### config.mk
export PLATFORM = sky130hd
export DESIGN_NAME = fetch_queue
export DESIGN_NICKNAME = d
export VERILOG_FILES = /design/src/rtl/fetch_queue.sv
export SDC_FILE = /design/constraint.sdc
export NUM_CORES = 1
export LEC_CHECK = 0
export CAP_MARGIN = 25
export CELL_PAD_IN_SITES_DETAIL_PLACEMENT = 1
export CELL_PAD_IN_SITES_GLOBAL_PLACEMENT = 1
export CORE_ASPECT_RATIO = 1.25
export CORE_UTILIZATION = 46
export DETAILED_ROUTE_END_ITERATION = 12
export GPL_TIMING_DRIVEN = 0
export PLACE_DENSITY_LB_ADDON = 0.3
export SYNTH_ARGS = -nofsm -noshare
export SYNTH_HDL_FRONTEND = slang
export SYNTH_SLANG_ARGS = --single-unit
### constraint.sdc
create_clock -name clk -period 5 [get_ports clk]
set_clock_uncertainty 0.2 [all_clocks]
set_input_delay 0.75 -clock clk [delete_from_list [all_inputs] [get_ports clk]]
set_output_delay 0.75 -clock clk [all_outputs]
set_load 0.01 [all_outputs]
### src/rtl/fetch_queue.sv
// Instruction fetch stage: owns the fetch PC, issues one-at-a-time word reads
// to imem and buffers returned {pc, instr} pairs in a FIFO drained by decode.
//
// Ports:
//   clk, rst            clock, asynchronous active-low reset
//   imem_req_*          fetch request (valid/ready), byte address of word
//   imem_resp_*         response (valid only), one per accepted request
//   redirect_*          flush queue, squash in-flight fetch, restart at pc
//   id_*                head of queue to decode (valid/ready)
//   occupancy           number of queued entries
module fetch_queue #(
   parameter int                ADDR_W   = 64,
   parameter int                INST_W   = 32,
   parameter int                DEPTH    = 4,
   parameter logic [ADDR_W-1:0] RESET_PC = '0
) (
   input  logic                     clk,
   input  logic                     rst,
   output logic                     imem_req_valid,
   input  logic                     imem_req_ready,
   output logic [ADDR_W-1:0]        imem_req_addr,
   input  logic                     imem_resp_valid,
   input  logic [INST_W-1:0]        imem_resp_data,
   input  logic                     redirect_valid,
   input  logic [ADDR_W-1:0]        redirect_pc,
   output logic                     id_valid,
   input  logic                     id_ready,
   output logic [INST_W-1:0]        id_instr,
   output logic [ADDR_W-1:0]        id_pc,
   output logic [$clog2(DEPTH):0]   occupancy
);

   localparam int PW = $clog2(DEPTH);
   localparam logic [PW:0] FULL = (PW+1)'(DEPTH);

   typedef enum logic [1:0] {
      S_IDLE = 2'd0,
      S_WAIT = 2'd1,
      S_DROP = 2'd2
   } state_e;

   state_e            state_q, state_d;
   logic [ADDR_W-1:0] fetch_pc_q, fetch_pc_d;
   logic [ADDR_W-1:0] req_pc_q, req_pc_d;
   logic [PW-1:0]     wr_ptr_q, wr_ptr_d;
   logic [PW-1:0]     rd_ptr_q, rd_ptr_d;
   logic [PW:0]       count_q, count_d;
   logic [ADDR_W-1:0] pc_mem_q [DEPTH];
   logic [ADDR_W-1:0] pc_mem_d [DEPTH];
   logic [INST_W-1:0] ins_mem_q [DEPTH];
   logic [INST_W-1:0] ins_mem_d [DEPTH];

   logic        push;
   logic        pop;
   logic        accept;
   logic [PW:0] occ_after;

   assign pop       = (count_q != '0) & id_ready & ~redirect_valid;
   assign push      = (state_q == S_WAIT) & imem_resp_valid & ~redirect_valid;
   assign occ_after = count_q + {{PW{1'b0}}, push} - {{PW{1'b0}}, pop};
   assign accept    = imem_req_valid & imem_req_ready;

   // State register
   always_ff @(posedge clk or negedge rst) begin
      if (!rst) begin
         state_q <= S_IDLE;
      end else begin
         state_q <= state_d;
      end
   end

   // Next state. A response landing in DROP always retires the squashed
   // fetch, even under a fresh redirect, so DROP never waits for a
   // response that will not come.
   always_comb begin
      state_d = state_q;
      unique case (state_q)
         S_IDLE: begin
            if (accept) state_d = S_WAIT;
         end
         S_WAIT: begin
            if (redirect_valid) begin
               state_d = imem_resp_valid ? S_IDLE : S_DROP;
            end else if (imem_resp_valid) begin
               state_d = accept ? S_WAIT : S_IDLE;
            end
         end
         S_DROP: begin
            if (imem_resp_valid) state_d = S_IDLE;
         end
         default: state_d = S_IDLE;
      endcase
   end

   // Request issue. In WAIT a new fetch may overlap the returning one only
   // if the queue keeps a slot free after this cycle's push/pop.
   always_comb begin
      imem_req_valid = 1'b0;
      if (rst && !redirect_valid && (count_q < FULL)) begin
         unique case (state_q)
            S_IDLE:  imem_req_valid = 1'b1;
            S_WAIT:  imem_req_valid = imem_resp_valid && (occ_after < FULL);
            default: imem_req_valid = 1'b0;
         endcase
      end
   end

   // PC and FIFO next values
   always_comb begin
      fetch_pc_d = fetch_pc_q;
      req_pc_d   = req_pc_q;
      wr_ptr_d   = wr_ptr_q;
      rd_ptr_d   = rd_ptr_q;
      count_d    = count_q;
      pc_mem_d   = pc_mem_q;
      ins_mem_d  = ins_mem_q;
      if (redirect_valid) begin
         fetch_pc_d = redirect_pc;
         wr_ptr_d   = '0;
         rd_ptr_d   = '0;
         count_d    = '0;
      end else begin
         if (accept) begin
            req_pc_d   = fetch_pc_q;
            fetch_pc_d = fetch_pc_q + ADDR_W'(4);
         end
         if (push) begin
            pc_mem_d[wr_ptr_q]  = req_pc_q;
            ins_mem_d[wr_ptr_q] = imem_resp_data;
            wr_ptr_d            = wr_ptr_q + PW'(1);
         end
         if (pop) begin
            rd_ptr_d = rd_ptr_q + PW'(1);
         end
         count_d = occ_after;
      end
   end

   always_ff @(posedge clk or negedge rst) begin
      if (!rst) begin
         fetch_pc_q <= RESET_PC;
         req_pc_q   <= '0;
         wr_ptr_q   <= '0;
         rd_ptr_q   <= '0;
         count_q    <= '0;
         for (int i = 0; i < DEPTH; i++) begin
            pc_mem_q[i]  <= '0;
            ins_mem_q[i] <= '0;
         end
      end else begin
         fetch_pc_q <= fetch_pc_d;
         req_pc_q   <= req_pc_d;
         wr_ptr_q   <= wr_ptr_d;
         rd_ptr_q   <= rd_ptr_d;
         count_q    <= count_d;
         pc_mem_q   <= pc_mem_d;
         ins_mem_q  <= ins_mem_d;
      end
   end

   assign imem_req_addr = fetch_pc_q;
   assign id_valid      = (count_q != '0);
   assign id_pc         = pc_mem_q[rd_ptr_q];
   assign id_instr      = ins_mem_q[rd_ptr_q];
   assign occupancy     = count_q;

endmodule

==> results.sh <==
export IMPL_run_status="finished clean"
export IMPL_p_leak_nw=13.06
export IMPL_p_int_mw=9.450
export IMPL_antenna_found_initial=2
export IMPL_worstPathCellList="clkdlybuf4s50_1, clkbuf_8, buf_6, buf_8, clkbuf_4, nor2_1, ha_1, inv_1, ha_1, inv_1, fa_1, xnor2_2, a32oi_2, nor2_1, clkdlybuf4s15_2"
export IMPL_drive_above_1_share=0.2973
export IMPL_synth_ff_type="dfrtp_1"
export IMPL_min_from="pc_mem_q[80]"
export IMPL_p_comb_frac=0.272
export IMPL_netSwitchingFraction=0.2972
export IMPL_num_vias=15230
export IMPL_overflow=0
export IMPL_h_tree_depth=2
export IMPL_drv_cap=0
export IMPL_synthSimpleGateAreaFrac=0.08291
export IMPL_clock_fmax_ghz=0.2042
export IMPL_period_needed_ns=4.896
export IMPL_synthAdderAreaFrac=0.004685
export IMPL_ir_drop_mv=0.2866
export IMPL_maxSlewHeadroom=0.2951
export IMPL_areaGrowthSynthToFinish_pct=23.91
export IMPL_finalNetCount=2117
export IMPL_synthXorXnorAreaFrac=0.01830
export IMPL_cts_buffers_inserted=53
export IMPL_p_clk_frac=0.306
export IMPL_dp_slack_ns=-2.393
export IMPL_cts_tree="done"
export IMPL_end_kind="output port"
export IMPL_io_pins=267
export IMPL_grt_use_total=0.2709
export IMPL_seq_area_frac_synth=0.5676
export IMPL_synth_compound_area_share=0.02179
export IMPL_stdcell_area_um2=28460
export IMPL_cp_arrival_ns=3.95
export IMPL_antenna_left=0
export IMPL_clk_latency_ns=0.61
export IMPL_viasPerCell=5.634
export IMPL_synthCells=1678
export IMPL_synthesis_area_um2=22970
export IMPL_cp_required_ns=4.05
export IMPL_setup_viol=0
export IMPL_fillers=4783
export IMPL_cts_root_buf="clkbuf_16"
export IMPL_switchingPower_mw=3.996
export IMPL_die_height_um=251.8
export IMPL_cp_startpoint="redirect_valid"
export IMPL_syn_nets=1788
export IMPL_worstMarginPinSlew_ns=1.057
export IMPL_cts_buffer_depth=3
export IMPL_netlist_area_leader_share=0.5676
export IMPL_criticalPathCategory="in -> out"
export IMPL_wl_per_cell_um=24.68
export IMPL_yosys_top_cells_count="dfrtp_1, mux2_2, nand2_1"
export IMPL_crit_slowest_cell="clkdlybuf4s50_1"
export IMPL_coreArea_um2=49300
export IMPL_power_density_nw_per_um2=472.4
export IMPL_n_antenna_cell=0
export IMPL_hpwl_um=45960
export IMPL_grt_max_degree=128
export IMPL_slew_viol_final=0
export IMPL_critPathMaxStageDelay_ns=0.55
export IMPL_port_buffer_count=266
export IMPL_yosysMostFrequentCell="dfrtp_1"
export IMPL_final_period_utilization=0.9792
export IMPL_timing_rr_start="state_q[1]"
export IMPL_drc=0
export IMPL_place_gp_congestion=0.8045
export IMPL_rows=91
export IMPL_initial_core_util=0.4659
export IMPL_ys_async_sr_fraction=1.000
export IMPL_drt_pass1_iterations=5
export IMPL_clk_pin_slew_worst_paths_ns=0.06
export IMPL_synth_edff_count=0
export IMPL_yosys_top_cells_area="dfrtp_1, mux2_2, mux4_2"
export IMPL_synth_warnings=0
export IMPL_ys_ff_latch=521
export IMPL_whs_ns=0.3011
export IMPL_yosysUniqueCellTypes=47
export IMPL_rsz0062_at_grt="no"
export IMPL_cp_start_kind="input pin"
export IMPL_rrSetupSlack_ns=0.57
export IMPL_first_iter_violations=824
export IMPL_finalHoldViolations=0
export IMPL_wl_um=66700
export IMPL_sequentialPowerShare=0.422
export IMPL_synth_top_cell_by_area="dfrtp_1"
export IMPL_die_w_um=201.9
export IMPL_cp_max_fo=10
export IMPL_cts_sinks=521
export IMPL_grt_pass1_wl_um=104200
export IMPL_muxShareOfSynthArea=0.2862
export IMPL_grt_pass1_vias=17210
export IMPL_cp_buffers_inverters=8
export IMPL_synth_area_per_cell_um2=13.69
export IMPL_crit_family="buffers and inverters"
export IMPL_placed_area_um2=26580
export IMPL_hold_path_class="reg -> reg"
export IMPL_stdcell_count=2703
export IMPL_fin_ws_ns=0.1040
export IMPL_die_area_um2=50830
export IMPL_synth_top_family_by_area="multiplexers"
export IMPL_finalSetupTns_ns=0
export IMPL_placed_cells=2600
## state kept, by name, summed over array words and instances (netlist names)
name and cells:
state_q 2, imem_req_addr 64, req_pc_q 64, rd_ptr_q 2
occupancy 3, wr_ptr_q 2, ins_mem_q 128, pc_mem_q 256
## metal layers
| metal | up-vias | share of wire | global-route usage |
|---|---|---|---|
| met5 | - | 0.00034 | 0 |
| met1 | 8046 | 0.41 | 0.3397 |
| met3 | 129 | 0.051 | 0.05515 |
| li1 | 6655 | - | - |
| met4 | 4 | 0.037 | 0.1084 |
| met2 | 394 | 0.50 | 0.4591 |
## layout make-up
cell class	count	area [um2]	area share
clock buffers	83	1592	0.05592
clock inverters	17	200.2	0.007034
inverters	16	60.06	0.002110
flip-flops and latches	521	13040	0.4581
plain buffers	94	392.9	0.01380
well taps	651	814.5	0.02862
repair buffers	275	2838	0.09971
multi-input cells	1046	9527	0.3347
## cell usage in the layout, fill, tap and decap left out, types with 27 or more instances in the layout
cell type | netlist | final
mux2_2 | 389 | 389
clkbuf_16 | 0 | 55
clkbuf_1 | 55 | 63
nand2_1 | 280 | 279
nand3_1 | 29 | 29
clkdlybuf4s50_1 | 0 | 264
buf_1 | 33 | 32
dfrtp_1 | 521 | 521
mux4_2 | 96 | 96
nor2_1 | 28 | 27
o21ai_0 | 48 | 48
## logic make-up after synthesis
group,after synthesis
and+or+nand+nor,421
AOI/OAI and AO/OA,81
xor gates and xnor gates,48
DFF,521
muxes,488
adders and majority gates,8
buffers and inverters,111
## final timing paths
path                            depth (start not counted)              to
worst max-delay path                                   15  imem_req_valid
max in group asynchronous                               4   pc_mem_q[118]
worst max register to register                         17    req_pc_q[47]
min in group asynchronous                               2  ins_mem_q[123]
worst min register to register                          1    pc_mem_q[80]
worst min-delay path                                    1    pc_mem_q[80]
## power groups by stage
stage / clock network, mW / logic, mW / registers (mW)
2_1_floorplan: 0 / 1.95 / 5.49
6_report: 4.11 / 3.66 / 5.67
3_3_place_gp: 0 / 3.54 / 5.66
5_1_grt: 4.33 / 3.94 / 5.79
4_1_cts: 4.18 / 3.71 / 5.68
3_5_place_dp: 0 / 3.65 / 5.73
## metrics by stage
stage | total power [mW] | util
after floorplan | 7.434 | -
after global placement | 9.206 | 0.5364
after detailed placement | 9.378 | 0.5390
after CTS | 13.57 | 0.5767
after global routing | 14.06 | 0.5773
final | 13.45 | 0.5773
## repair_timing
action                                 CTS  global route
endpoints found under the hold margin   79             0
buffers inserted                         1             0
gates resized for setup                 22             1
gates cloned                             0             0
setup endpoints to repair              128            20
hold buffers                             1             0
pin swaps                                1             1
No activity file was read; power rests on OpenSTA's default activity.
